File: config.mk
export PLATFORM = sky130hd
export DESIGN_NAME = pair_sweep_scheduler
export DESIGN_NICKNAME = d
export VERILOG_FILES = /design/src/rtl/pair_sched_pkg.sv /design/src/rtl/pair_index_walker.sv /design/src/rtl/pair_sweep_scheduler.sv
export SDC_FILE = /design/constraint.sdc
export NUM_CORES = 1
export LEC_CHECK = 0
export BUFFER_PORTS_ARGS = -buffer_cell sky130_fd_sc_hd__buf_2
export CELL_PAD_IN_SITES_DETAIL_PLACEMENT = 1
export CELL_PAD_IN_SITES_GLOBAL_PLACEMENT = 1
export CORE_MARGIN = 5
export CORE_UTILIZATION = 30
export DETAILED_ROUTE_END_ITERATION = 7
export GPL_ROUTABILITY_DRIVEN = 0
export PLACE_DENSITY = 0.58
export SYNTH_ARGS = -nofsm -noshare
export SYNTH_HDL_FRONTEND = slang
export SYNTH_SLANG_ARGS = --single-unit
export TNS_END_PERCENT = 20
File: constraint.sdc
create_clock -name clk -period 4.65 [get_ports clk]
set_input_delay 0.465 -clock clk [delete_from_list [all_inputs] [get_ports clk]]
set_output_delay 0.465 -clock clk [all_outputs]
set_load 0.01 [all_outputs]
File: src/rtl/pair_sched_pkg.sv
// -----------------------------------------------------------------------------
// pair_sched_pkg
// Shared types and helpers for the pair sweep scheduler slice.
//   - sched_state_e : sweep controller states
//   - DEF_*         : default lane count, index width, area width, credit limit
//   - lane_mask()   : lane-enable mask for a work item (lane k live iff j+k < N)
// -----------------------------------------------------------------------------
package pair_sched_pkg;

    typedef enum logic [1:0] {
        ST_IDLE  = 2'd0,
        ST_ISSUE = 2'd1,
        ST_DRAIN = 2'd2,
        ST_DONE  = 2'd3
    } sched_state_e;

    localparam int DEF_NUM_LANES    = 8;
    localparam int DEF_IDX_W        = 16;
    localparam int DEF_AREA_W       = 64;
    localparam int DEF_MAX_INFLIGHT = 16;

    // Widest lane mask the helper can build; callers truncate to their lane count.
    localparam int MASK_MAX_W = 64;

    // Lane k of an item based at j is live when j+k is still a valid point
    // index. The sum is done one bit wider so j near the top of the index
    // range cannot wrap around and look valid.
    function automatic logic [MASK_MAX_W-1:0] lane_mask(
        input logic [31:0] n,
        input logic [31:0] j,
        input int          lanes
    );
        logic [MASK_MAX_W-1:0] m;
        m = '0;
        for (int k = 0; k < MASK_MAX_W; k++) begin
            if ((k < lanes) && (({1'b0, j} + 33'(k)) < {1'b0, n})) begin
                m[k] = 1'b1;
            end
        end
        return m;
    endfunction

endpackage

File: src/rtl/pair_index_walker.sv
// -----------------------------------------------------------------------------
// pair_index_walker
// Walks the unordered pairs (i, j), j > i, of an N-point list in work items of
// one i and NUM_LANES consecutive j's starting at a base j.
// Ports:
//   clk, rst     : clock, asynchronous active-high reset
//   init_i       : restart the walk at (0, 1)
//   advance_i    : current item was accepted, move to the next one
//   n_i          : point count N of the current sweep
//   i_o, j_o     : current item's i index and base j index
//   mask_o       : lane k set iff j_o+k < N
//   last_o       : current item is the final item of the sweep
// -----------------------------------------------------------------------------
module pair_index_walker
    import pair_sched_pkg::*;
#(
    parameter int NUM_LANES = DEF_NUM_LANES,
    parameter int IDX_W     = DEF_IDX_W
) (
    input  logic                 clk,
    input  logic                 rst,
    input  logic                 init_i,
    input  logic                 advance_i,
    input  logic [IDX_W-1:0]     n_i,
    output logic [IDX_W-1:0]     i_o,
    output logic [IDX_W-1:0]     j_o,
    output logic [NUM_LANES-1:0] mask_o,
    output logic                 last_o
);

    localparam logic [IDX_W:0] LANES_X = (IDX_W + 1)'(NUM_LANES);
    localparam logic [IDX_W:0] TWO_X   = (IDX_W + 1)'(2);

    logic [IDX_W-1:0] i_q, i_d;
    logic [IDX_W-1:0] j_q, j_d;
    logic             moreJ;
    logic             moreI;

    // Comparisons are one bit wider than the index so N near the top of the
    // index range and small N (0, 1) both compare correctly.
    assign moreJ = ({1'b0, j_q} + LANES_X) < {1'b0, n_i};
    assign moreI = ({1'b0, i_q} + TWO_X) < {1'b0, n_i};

    // When the current row of j's is exhausted the next row starts at the
    // first j after the new i, which is the old i plus two.
    always_comb begin
        i_d = i_q;
        j_d = j_q;
        if (init_i) begin
            i_d = '0;
            j_d = IDX_W'(1);
        end else if (advance_i) begin
            if (moreJ) begin
                j_d = j_q + IDX_W'(NUM_LANES);
            end else if (moreI) begin
                i_d = i_q + IDX_W'(1);
                j_d = i_q + IDX_W'(2);
            end
        end
    end

    always_ff @(posedge clk or posedge rst) begin
        if (rst) begin
            i_q <= '0;
            j_q <= '0;
        end else begin
            i_q <= i_d;
            j_q <= j_d;
        end
    end

    assign i_o    = i_q;
    assign j_o    = j_q;
    assign mask_o = NUM_LANES'(lane_mask(32'(n_i), 32'(j_q), NUM_LANES));
    assign last_o = !moreJ && !moreI;

endmodule

File: src/rtl/pair_sweep_scheduler.sv
// -----------------------------------------------------------------------------
// pair_sweep_scheduler
// Sequences one sweep of the pairwise rectangle-area engine array: issues every
// (i, base j) work item over a valid/ready handshake, limits in-flight items by
// credit, and reduces the per-item maxima returned by the engines to a global
// maximum.
// Ports:
//   clk, rst            : clock, asynchronous active-high reset
//   start, num_points   : level start request (sampled in IDLE), point count N
//   busy, finished      : sweep running (ISSUE/DRAIN), sweep complete (DONE)
//   result              : global max area, valid while finished
//   err                 : sticky, a return arrived with nothing outstanding
//   iss_valid/ready     : work item handshake
//   iss_i, iss_j        : item i index and base j index
//   iss_mask            : lane k set iff iss_j+k < N
//   ret_valid, ret_area : one per-item max per accepted item, in order
// Optional (macro PAIR_SCHED_STATS_EN):
//   stat_items          : handshakes this sweep
//   stat_stall          : ISSUE cycles without a handshake (ready or credit stall)
// -----------------------------------------------------------------------------
module pair_sweep_scheduler
    import pair_sched_pkg::*;
#(
    parameter int NUM_LANES    = DEF_NUM_LANES,
    parameter int IDX_W        = DEF_IDX_W,
    parameter int AREA_W       = DEF_AREA_W,
    parameter int MAX_INFLIGHT = DEF_MAX_INFLIGHT
) (
    input  logic                 clk,
    input  logic                 rst,
    input  logic                 start,
    input  logic [IDX_W-1:0]     num_points,
    output logic                 busy,
    output logic                 finished,
    output logic [AREA_W-1:0]    result,
    output logic                 err,
    output logic                 iss_valid,
    input  logic                 iss_ready,
    output logic [IDX_W-1:0]     iss_i,
    output logic [IDX_W-1:0]     iss_j,
    output logic [NUM_LANES-1:0] iss_mask,
    input  logic                 ret_valid,
    input  logic [AREA_W-1:0]    ret_area
`ifdef PAIR_SCHED_STATS_EN
    ,
    output logic [31:0]          stat_items,
    output logic [31:0]          stat_stall
`endif
);

    localparam int              CNT_W        = $clog2(MAX_INFLIGHT + 1);
    localparam logic [CNT_W-1:0] CREDIT_LIMIT = CNT_W'(MAX_INFLIGHT);

    sched_state_e     state_q, state_d;
    logic [IDX_W-1:0] n_q, n_d;
    logic [CNT_W-1:0] outstanding_q, outstanding_d;
    logic [AREA_W-1:0] max_q, max_d;
    logic             err_q, err_d;

    logic startAcc;
    logic creditOk;
    logic handshake;
    logic retOk;
    logic retBad;
    logic walkLast;

    assign startAcc  = (state_q == ST_IDLE) && start;
    assign creditOk  = outstanding_q < CREDIT_LIMIT;
    assign handshake = iss_valid && iss_ready;
    assign retOk     = ret_valid && (outstanding_q != '0);
    assign retBad    = ret_valid && (outstanding_q == '0);

    pair_index_walker #(
        .NUM_LANES (NUM_LANES),
        .IDX_W     (IDX_W)
    ) u_walker (
        .clk       (clk),
        .rst       (rst),
        .init_i    (startAcc),
        .advance_i (handshake),
        .n_i       (n_q),
        .i_o       (iss_i),
        .j_o       (iss_j),
        .mask_o    (iss_mask),
        .last_o    (walkLast)
    );

    always_ff @(posedge clk or posedge rst) begin
        if (rst) begin
            state_q <= ST_IDLE;
        end else begin
            state_q <= state_d;
        end
    end

    // DRAIN looks at the post-update outstanding count so a return in the
    // same cycle as the count reaching zero still lands in the result.
    always_comb begin
        state_d = state_q;
        case (state_q)
            ST_IDLE: begin
                if (start) begin
                    state_d = (num_points < IDX_W'(2)) ? ST_DONE : ST_ISSUE;
                end
            end
            ST_ISSUE: begin
                if (handshake && walkLast) begin
                    state_d = ST_DRAIN;
                end
            end
            ST_DRAIN: begin
                if (outstanding_d == '0) begin
                    state_d = ST_DONE;
                end
            end
            ST_DONE: begin
                if (!start) begin
                    state_d = ST_IDLE;
                end
            end
            default: state_d = ST_IDLE;
        endcase
    end

    always_comb begin
        busy      = 1'b0;
        finished  = 1'b0;
        iss_valid = 1'b0;
        case (state_q)
            ST_ISSUE: begin
                busy      = 1'b1;
                iss_valid = creditOk;
            end
            ST_DRAIN: busy     = 1'b1;
            ST_DONE:  finished = 1'b1;
            default:  ;
        endcase
    end

    // A return with nothing outstanding is a datapath protocol error: it is
    // flagged and otherwise ignored so it cannot underflow the credit count
    // or pollute the maximum.
    always_comb begin
        n_d           = n_q;
        outstanding_d = outstanding_q;
        max_d         = max_q;
        err_d         = err_q;
        if (startAcc) begin
            n_d   = num_points;
            max_d = '0;
            err_d = 1'b0;
        end
        if (handshake && !retOk) begin
            outstanding_d = outstanding_q + CNT_W'(1);
        end else if (!handshake && retOk) begin
            outstanding_d = outstanding_q - CNT_W'(1);
        end
        if (retOk && (ret_area > max_q)) begin
            max_d = ret_area;
        end
        if (retBad) begin
            err_d = 1'b1;
        end
    end

    always_ff @(posedge clk or posedge rst) begin
        if (rst) begin
            n_q           <= '0;
            outstanding_q <= '0;
            max_q         <= '0;
            err_q         <= 1'b0;
        end else begin
            n_q           <= n_d;
            outstanding_q <= outstanding_d;
            max_q         <= max_d;
            err_q         <= err_d;
        end
    end

    assign result = max_q;
    assign err    = err_q;

`ifdef PAIR_SCHED_STATS_EN
    logic [31:0] statItems_q, statItems_d;
    logic [31:0] statStall_q, statStall_d;

    // Counting only happens in ISSUE, so both counters freeze once the sweep
    // leaves it and hold through DONE.
    always_comb begin
        statItems_d = statItems_q;
        statStall_d = statStall_q;
        if (startAcc) begin
            statItems_d = '0;
            statStall_d = '0;
        end else if (state_q == ST_ISSUE) begin
            if (handshake) begin
                statItems_d = statItems_q + 32'd1;
            end else begin
                statStall_d = statStall_q + 32'd1;
            end
        end
    end

    always_ff @(posedge clk or posedge rst) begin
        if (rst) begin
            statItems_q <= '0;
            statStall_q <= '0;
        end else begin
            statItems_q <= statItems_d;
            statStall_q <= statStall_d;
        end
    end

    assign stat_items = statItems_q;
    assign stat_stall = statStall_q;
`endif

endmodule

==> results.json, run 1 <==
{
  "status": "completed",
  "clk_latency_ns": 0.43,
  "fmax_ghz": 0.2326,
  "cts.sinks": 120,
  "synth_edf_count": 0,
  "area_growth_syn_to_layout_pct": 19.27,
  "clk_pin_slew_worst_paths_ns": 0.06,
  "synth_top_area_frac": 0.2444,
  "initial_core_util": 0.3022,
  "cts_buffer_depth": 2,
  "synthFlopType": "dfrtp_1",
  "worstSetupPathType": "reg -> out",
  "cp.required_ns": 4.18,
  "clockRootBuffer": "clkbuf_16",
  "synth_cell_types": 68,
  "grt_max_degree": 65,
  "setup_viol": 0,
  "crit_arrival_ns": 3.83,
  "htree_num_levels": 4,
  "ys_top_cells_by_area": "dfrtp_1 24%, ha_1 23%, mux2i_1 5.5%",
  "period_share": 0.9246,
  "gr-total-overflow": 0,
  "hold_violations": 0,
  "synthesis.area_um2": 12280,
  "remaining_drc_errors": 0,
  "io_pins": 193,
  "final_layout_size_suffix_gt1_frac": 0.1719,
  "synth-compound-area-share": 0.1398,
  "min_period_ns": 4.299,
  "synthTopCellsByCount": "226 x ha_1, 172 x nand2_1, 168 x inv_1",
  "cts_hold_buf": 0,
  "hold_class": "in -> async",
  "seq_area_frac_synth": 0.2444,
  "numCtsBuffers": 17,
  "setup.worst_path.start_class": "flop",
  "yosysTopAreaCell": "dfrtp_1",
  "die_x_um": 212.4,
  "rsz0062_at_grt": "false",
  "holdWs_ns": 0.2001,
  "synthAdderAreaFrac": 0.2310,
  "dieArea_um2": 45090,
  "cts_tree": "yes",
  "vias": 11230,
  "synth_xor_area_frac": 0.09269,
  "grt.total_usage": 0.1937,
  "avgRoutedWirePerCell_um": 19.54,
  "die_height_um": 212.4,
  "antenna_left": 0,
  "syn_area_per_cell_um2": 8.397,
  "syn-num-nets": 1774,
  "ys_warn_count": 0,
  "total_power_uw": 8562,
  "worst_slew_pin_slew_ns": 1.055,
  "routed_wl_mm": 43.23,
  "synth-simple-area-share": 0.1614,
  "report.final.slew_viol_count": 0,
  "syn_inst": 1463,
  "peakVddDrop_mv": 0.2612,
  "yosysMostFrequentCell": "ha_1",
  "fp.coreArea_um2": 40650,
  "worst_slack_ns": 0.3506,
  "maxCapViolCount": 0,
  "hpwl_mm": 33.92,
  "register_area_um2": 3004,
  "cts_setup_buffers": 0,
  "critPathMaxStageDelay_ns": 0.50,
  "drtIter0Drc": 348,
  "grt_pass1_wl_mm": 68.50,
  "drt-pass1-iter-count": 5,
  "critPathSlowestCell": "nor3_1",
  "fillCellCount": 4907,
  "synth_top_family_by_area": "adder cells",
  "routed_via_density": 5.075,
  "grt_antenna_before_repair": 11,
  "tns_ns": 0,
  "nets": 1973,
  "reg2regPathDepth": 16,
  "synthArstFlopShare": 1.000,
  "cp-end-kind": "output port",
  "grt_pass1_vias": 12120,
  "ys_ff_latch": 120,
  "cp_cell_sequence": "buf_4 -> nand3_1 -> nor2_1 -> nand3_1 -> xnor2_1 -> ha_1 -> nand2_1 -> nor3_1 -> o211ai_1 -> a21oi_1 -> nor3_1 -> buf_2",
  "dpl_cell_area_um2": 14000,
  "clock_skew_ns": 0.01028,
  "multiInputGateArea_um2": 8376,
  "muxShareOfSynthArea": 0.05541,
  "postLayoutCellArea_um2": 14650,
  "pre_cts_slack_ns": 0.6334,
  "relSlewSlack": 0.2969,
  "port_buffers": 192,
  "power.leakage_uw": 0.008023,
  "core.rowCount": 74,
  "powerDensity_nw_per_um2": 584.4,
  "path_max_fanout": 16
}
## layout by cell type (no fill, tap or decap), drive strengths merged, types with 5 or more instances in the layout
cell type and n:
a211oi 5, a21o 47, a21oi 91, a221oi 9, and2 5, and3 8, and4 10, buf 239
clkbuf 22, dfrtp 120, diode 5, ha 226, inv 169, mux2i 68, nand2 172, nand2b 11
nand3 37, nand4 33, nor2 88, nor2b 6, nor3 28, nor4 11, o2111ai 6, o211ai 9
o21a 5, o21ai 63, or3 8, xnor2 68, xor2 62
## worst max-delay path, delay by kind of cell (launching register included)
kind / cells / cell delay [ns]
adders and majority gates: 1 / 0.29
and+or+nand+nor: 6 / 1.47
DFF: 1 / 0.47
buffers and inverters: 2 / 0.47
xor gates and xnor gates: 1 / 0.21
AOI/OAI and AO/OA: 2 / 0.49
## stage by stage
| stage | cells | util |
|---|---|---|
| global route | 2211 | 0.3604 |
| floorplan | 1463 | - |
| CTS | 2207 | 0.3601 |
| global placement | 2175 | 0.3445 |
| detailed placement | 2175 | 0.3445 |
| finish | 2212 | 0.3605 |
## where the power goes
| part | internal [uW] | total (uW) | switching, uW |
|---|---|---|---|
| clock | 915 | 1450 | 535 |
| sequential | 1450 | 1800 | 358 |
| combinational | 2110 | 5310 | 3200 |
| total | 4470 | 8560 | 4090 |
## state kept, by name (all words and copies together) (netlist names)
name	cells
outstanding_q	5
u_walker.i_o	16
result	64
state_q	2
n_q	16
err	1
u_walker.j_o	16
## path summary, 6_finish.rpt
kind | startpoint | to | slack, ns
setup / recovery | u_walker.j_o[5]$_DFFE_PP0P_ | iss_mask[4] | 0.35
hold / removal | rst | result[50]$_DFFE_PP0P_ | 0.20
hold reg to reg | err$_DFFE_PP0P_ | err$_DFFE_PP0P_ | 0.48
setup reg to reg | u_walker.i_o[2]$_DFFE_PP0P_ | u_walker.j_o[7]$_DFFE_PP0P_ | 0.60
min in group clk | num_points[0] | n_q[0]$_DFFE_PP0P_ | 0.24
max in group asynchronous | rst | u_walker.j_o[2]$_DFFE_PP0P_ | 3.57
## layout make-up
| class | instances | share of cell area |
|---|---|---|
| antenna | 5 | 0.0008540 |
| clock buffer | 22 | 0.03373 |
| tap | 532 | 0.04543 |
| inverter | 168 | 0.04321 |
| sequential | 120 | 0.2050 |
| multi-input combinational | 1116 | 0.5716 |
| timing repair buffer | 239 | 0.09052 |
| clock inverter | 10 | 0.009564 |
## cell families (layout without fill, tap and decap cells)
family          after synthesis  in the layout
xor+xnor                    130            130
mux                          68             68
flops                       120            120
buf+inv                     227            439
simple gates                424            424
compound gates              267            267
fa+ha+maj                   227            227
other cells                   0              5
## timing repair
item	in CTS	in global routing
setup endpoints to repair	0	1
endpoints found under the hold margin	0	0
resized for setup	0	2
## metal layers
metal / wire, um / vias up / track usage
li1: - / 5457 / -
met4: 1094 / 12 / 0.05981
met3: 2393 / 61 / 0.04810
met5: 82 / - / 0
met2: 21650 / 207 / 0.3482
met1: 18010 / 5490 / 0.2276
No activity file was read; power rests on OpenSTA's default activity.
==> inputs of run 2 (changes only) <==
--- a/config.mk
+++ b/config.mk
@@ -5,6 +5,7 @@
 export SDC_FILE = /design/constraint.sdc
 export NUM_CORES = 1
 export LEC_CHECK = 0
+export ABC_AREA = 1
 export BUFFER_PORTS_ARGS = -buffer_cell sky130_fd_sc_hd__buf_2
 export CELL_PAD_IN_SITES_DETAIL_PLACEMENT = 1
 export CELL_PAD_IN_SITES_GLOBAL_PLACEMENT = 1
@@ -12,7 +13,7 @@
 export CORE_UTILIZATION = 30
 export DETAILED_ROUTE_END_ITERATION = 7
 export GPL_ROUTABILITY_DRIVEN = 0
-export PLACE_DENSITY = 0.58
+export PLACE_DENSITY = 0.59
 export SYNTH_ARGS = -nofsm -noshare
 export SYNTH_HDL_FRONTEND = slang
 export SYNTH_SLANG_ARGS = --single-unit
==> results.json, run 2 <==
{
  "cts.sinks": 120,
  "cts_buffer_depth": 2,
  "worst_r2r_startpoint": "u_walker.j_o[5]$_DFFE_PP0P_",
  "area_growth_syn_to_layout_pct": 16.49,
  "synth_edf_count": 0,
  "grt_antenna_before_repair": 18,
  "status": "completed",
  "core.rowCount": 76,
  "cts_tree": "yes",
  "drtIter0Drc": 606,
  "ys_warn_count": 0,
  "synthAdderAreaFrac": 0.2182,
  "grt.total_usage": 0.2066,
  "synth_top_area_frac": 0.2317,
  "largest_register_ffs": 64,
  "dieArea_um2": 47450,
  "postCtsResizedCells": 0,
  "crit_family": "simple AND/OR/NAND/NOR gates",
  "syn_area_per_cell_um2": 7.392,
  "setup.worst_path.start_class": "flop",
  "cp_cell_sequence": "inv_2 -> nor3_2 -> nand2_1 -> xor2_1 -> a21oi_1 -> ha_1 -> a21oi_1 -> nor3_1 -> a211oi_1 -> o211ai_1 -> nor3_1 -> buf_2",
  "rsz0062_at_grt": "false",
  "reg2regPathDepth": 20,
  "synthesis.area_um2": 12960,
  "avgRoutedWirePerCell_um": 19.43,
  "period_share": 0.9515,
  "synth-compound-area-share": 0.1144,
  "hold_violations": 0,
  "ys_ff_latch": 120,
  "fp.coreArea_um2": 42890,
  "cts_setup_buffers": 0,
  "regToRegEndpoint": "u_walker.j_o[5]$_DFFE_PP0P_",
  "synthFlopType": "dfrtp_1",
  "port_buffers": 192,
  "yosysMostFrequentCell": "nand2_1",
  "grt_max_degree": 61,
  "fillCellCount": 5376,
  "crit_arrival_ns": 3.96,
  "ys_top_cells_by_area": "dfrtp_1 23%, ha_1 22%, nand2_1 9.9%",
  "io_pins": 193,
  "clock_skew_ns": 0.01135,
  "final_cell_mix": "341 x nand2_1, 226 x ha_1, 216 x inv_1",
  "peakVddDrop_mv": 0.3492,
  "htree_num_levels": 4,
  "initial_core_util": 0.3021,
  "cp.required_ns": 4.18,
  "postLayoutCellArea_um2": 15090,
  "report.final.slew_viol_count": 0,
  "grt_pass1_vias": 13200,
  "power.leakage_uw": 0.008101,
  "final_layout_size_suffix_gt1_frac": 0.1670,
  "hpwl_mm": 39.33,
  "maxCapViolCount": 0,
  "synth_cell_types": 55,
  "die_x_um": 217.8,
  "critPathSlowestCell": "dfrtp_1",
  "dpl_cell_area_um2": 14430,
  "seq_area_frac_synth": 0.2317,
  "cp-end-kind": "output port",
  "syn_inst": 1753,
  "min_period_ns": 4.424,
  "multiInputGateArea_um2": 8723,
  "cts_hold_buf": 0,
  "syn-num-nets": 2064,
  "gr-total-overflow": 0,
  "drt-pass1-iter-count": 4,
  "setup_viol": 0,
  "synthTopCellsByCount": "343 x nand2_1, 226 x ha_1, 217 x inv_1",
  "remaining_drc_errors": 0,
  "critPathMaxStageDelay_ns": 0.72,
  "numCtsBuffers": 17,
  "register_area_um2": 3004,
  "fmax_ghz": 0.2260,
  "yosysTopAreaCell": "dfrtp_1",
  "hold_class": "in -> async",
  "worstSetupPathType": "reg -> out",
  "grt_pass1_wl_mm": 76.51,
  "muxShareOfSynthArea": 0,
  "routed_via_density": 4.962,
  "worst_slew_pin_slew_ns": 0.9176,
  "final_common_cell": "nand2_1",
  "ff2ff_setup_slack_ns": 0.61,
  "clk_pin_slew_worst_paths_ns": 0.06,
  "relSlewSlack": 0.3868,
  "crit_buf_inv": 2,
  "synth_xor_area_frac": 0.06209,
  "die_height_um": 217.8,
  "synthArstFlopShare": 1.000,
  "tns_ns": 0,
  "clk_latency_ns": 0.44,
  "synth-simple-area-share": 0.2763,
  "clockRootBuffer": "clkbuf_16",
  "vias": 12550,
  "synth_top_family_by_area": "simple AND/OR/NAND/NOR gates",
  "path_max_fanout": 13,
  "nets": 2238,
  "antenna_left": 0,
  "powerDensity_nw_per_um2": 724.5,
  "routed_wl_mm": 49.13
}
-- run 2: area by class of cell --
type                    count  share of cell area
multi-input cells        1345              0.5779
flip-flops and latches    120              0.1990
repair buffers            212             0.07361
inverters                 231             0.05778
well taps                 585             0.04849
clock buffers              24             0.03324
clock inverters             8            0.009284
diodes                      4           0.0006631
-- run 2: worst max-delay path by stage --
stage | slack (ns) | endpoint | from | cells after the start
global route | 0.04 | iss_mask[7] | u_walker.j_o[2]$_DFFE_PP0P_ | 15
detailed placement | 0.58 | iss_mask[2] | u_walker.j_o[3]$_DFFE_PP0P_ | 13
floorplan | 1.0 | err$_DFFE_PP0P_ | rst | 1
global placement | 0.66 | iss_mask[2] | u_walker.j_o[3]$_DFFE_PP0P_ | 13
finish | 0.23 | iss_mask[2] | u_walker.j_o[5]$_DFFE_PP0P_ | 12
CTS | 0.08 | iss_mask[2] | u_walker.j_o[3]$_DFFE_PP0P_ | 13
-- run 2: layer usage --
metal | vias up | wire length [um] | global-route usage
li1 | 6215 | - | -
met1 | 6015 | 21840 | 0.2607
met2 | 217 | 23610 | 0.3547
met3 | 76 | 2468 | 0.05289
met4 | 26 | 1056 | 0.05066
met5 | - | 166 | 0
-- run 2: kinds of logic (layout without fill, tap and decap cells) --
kind of cell / after synthesis / after routing
adders and majority gates: 226 / 226
other: 0 / 4
buffers and inverters: 288 / 475
and+or+nand+nor: 774 / 774
DFF: 120 / 120
AOI/OAI and AO/OA: 254 / 254
xor gates and xnor gates: 91 / 91
-- run 2: stage by stage --
stage          std cells  hold WS, ns  utilization  setup WS [ns]  power, uW
6_report            2529      0.07568       0.3520         0.2257      10940
5_1_grt             2525       0.1044       0.3517        0.04416      12120
3_3_place_gp        2493       0.4662       0.3365         0.6622       9293
3_5_place_dp        2493       0.4731       0.3365         0.5808       9551
4_1_cts             2525      0.07892       0.3514        0.08107      11100
2_1_floorplan       1753       0.4530            -         0.9992       7094
-- run 2: worst reg2reg max path, stage by stage (launching register included) --
cell	delay, ns
dfrtp_1	0.72
nand2_2	0.21
nor2_2	0.25
inv_1	0.10
nor2_1	0.28
nand2_1	0.11
xor2_1	0.24
inv_1	0.07
ha_1	0.29
nand2_1	0.06
inv_1	0.06
nand2_1	0.06
nand2_1	0.04
nand2_1	0.05
nand3_1	0.11
a21oi_4	0.20
nand2_8	0.16
a21boi_4	0.55
inv_1	0.19
nand2_1	0.09
o21ai_1	0.08
-- run 2: report_power, final --
group	total [uW]	leakage (uW)	internal [uW]	switching, uW
Combinational	7380	0.00623	2600	4780
Clock	1470	0.000320	964	510
Sequential	2080	0.00156	1540	541
Total	10900	0.00810	5110	5830
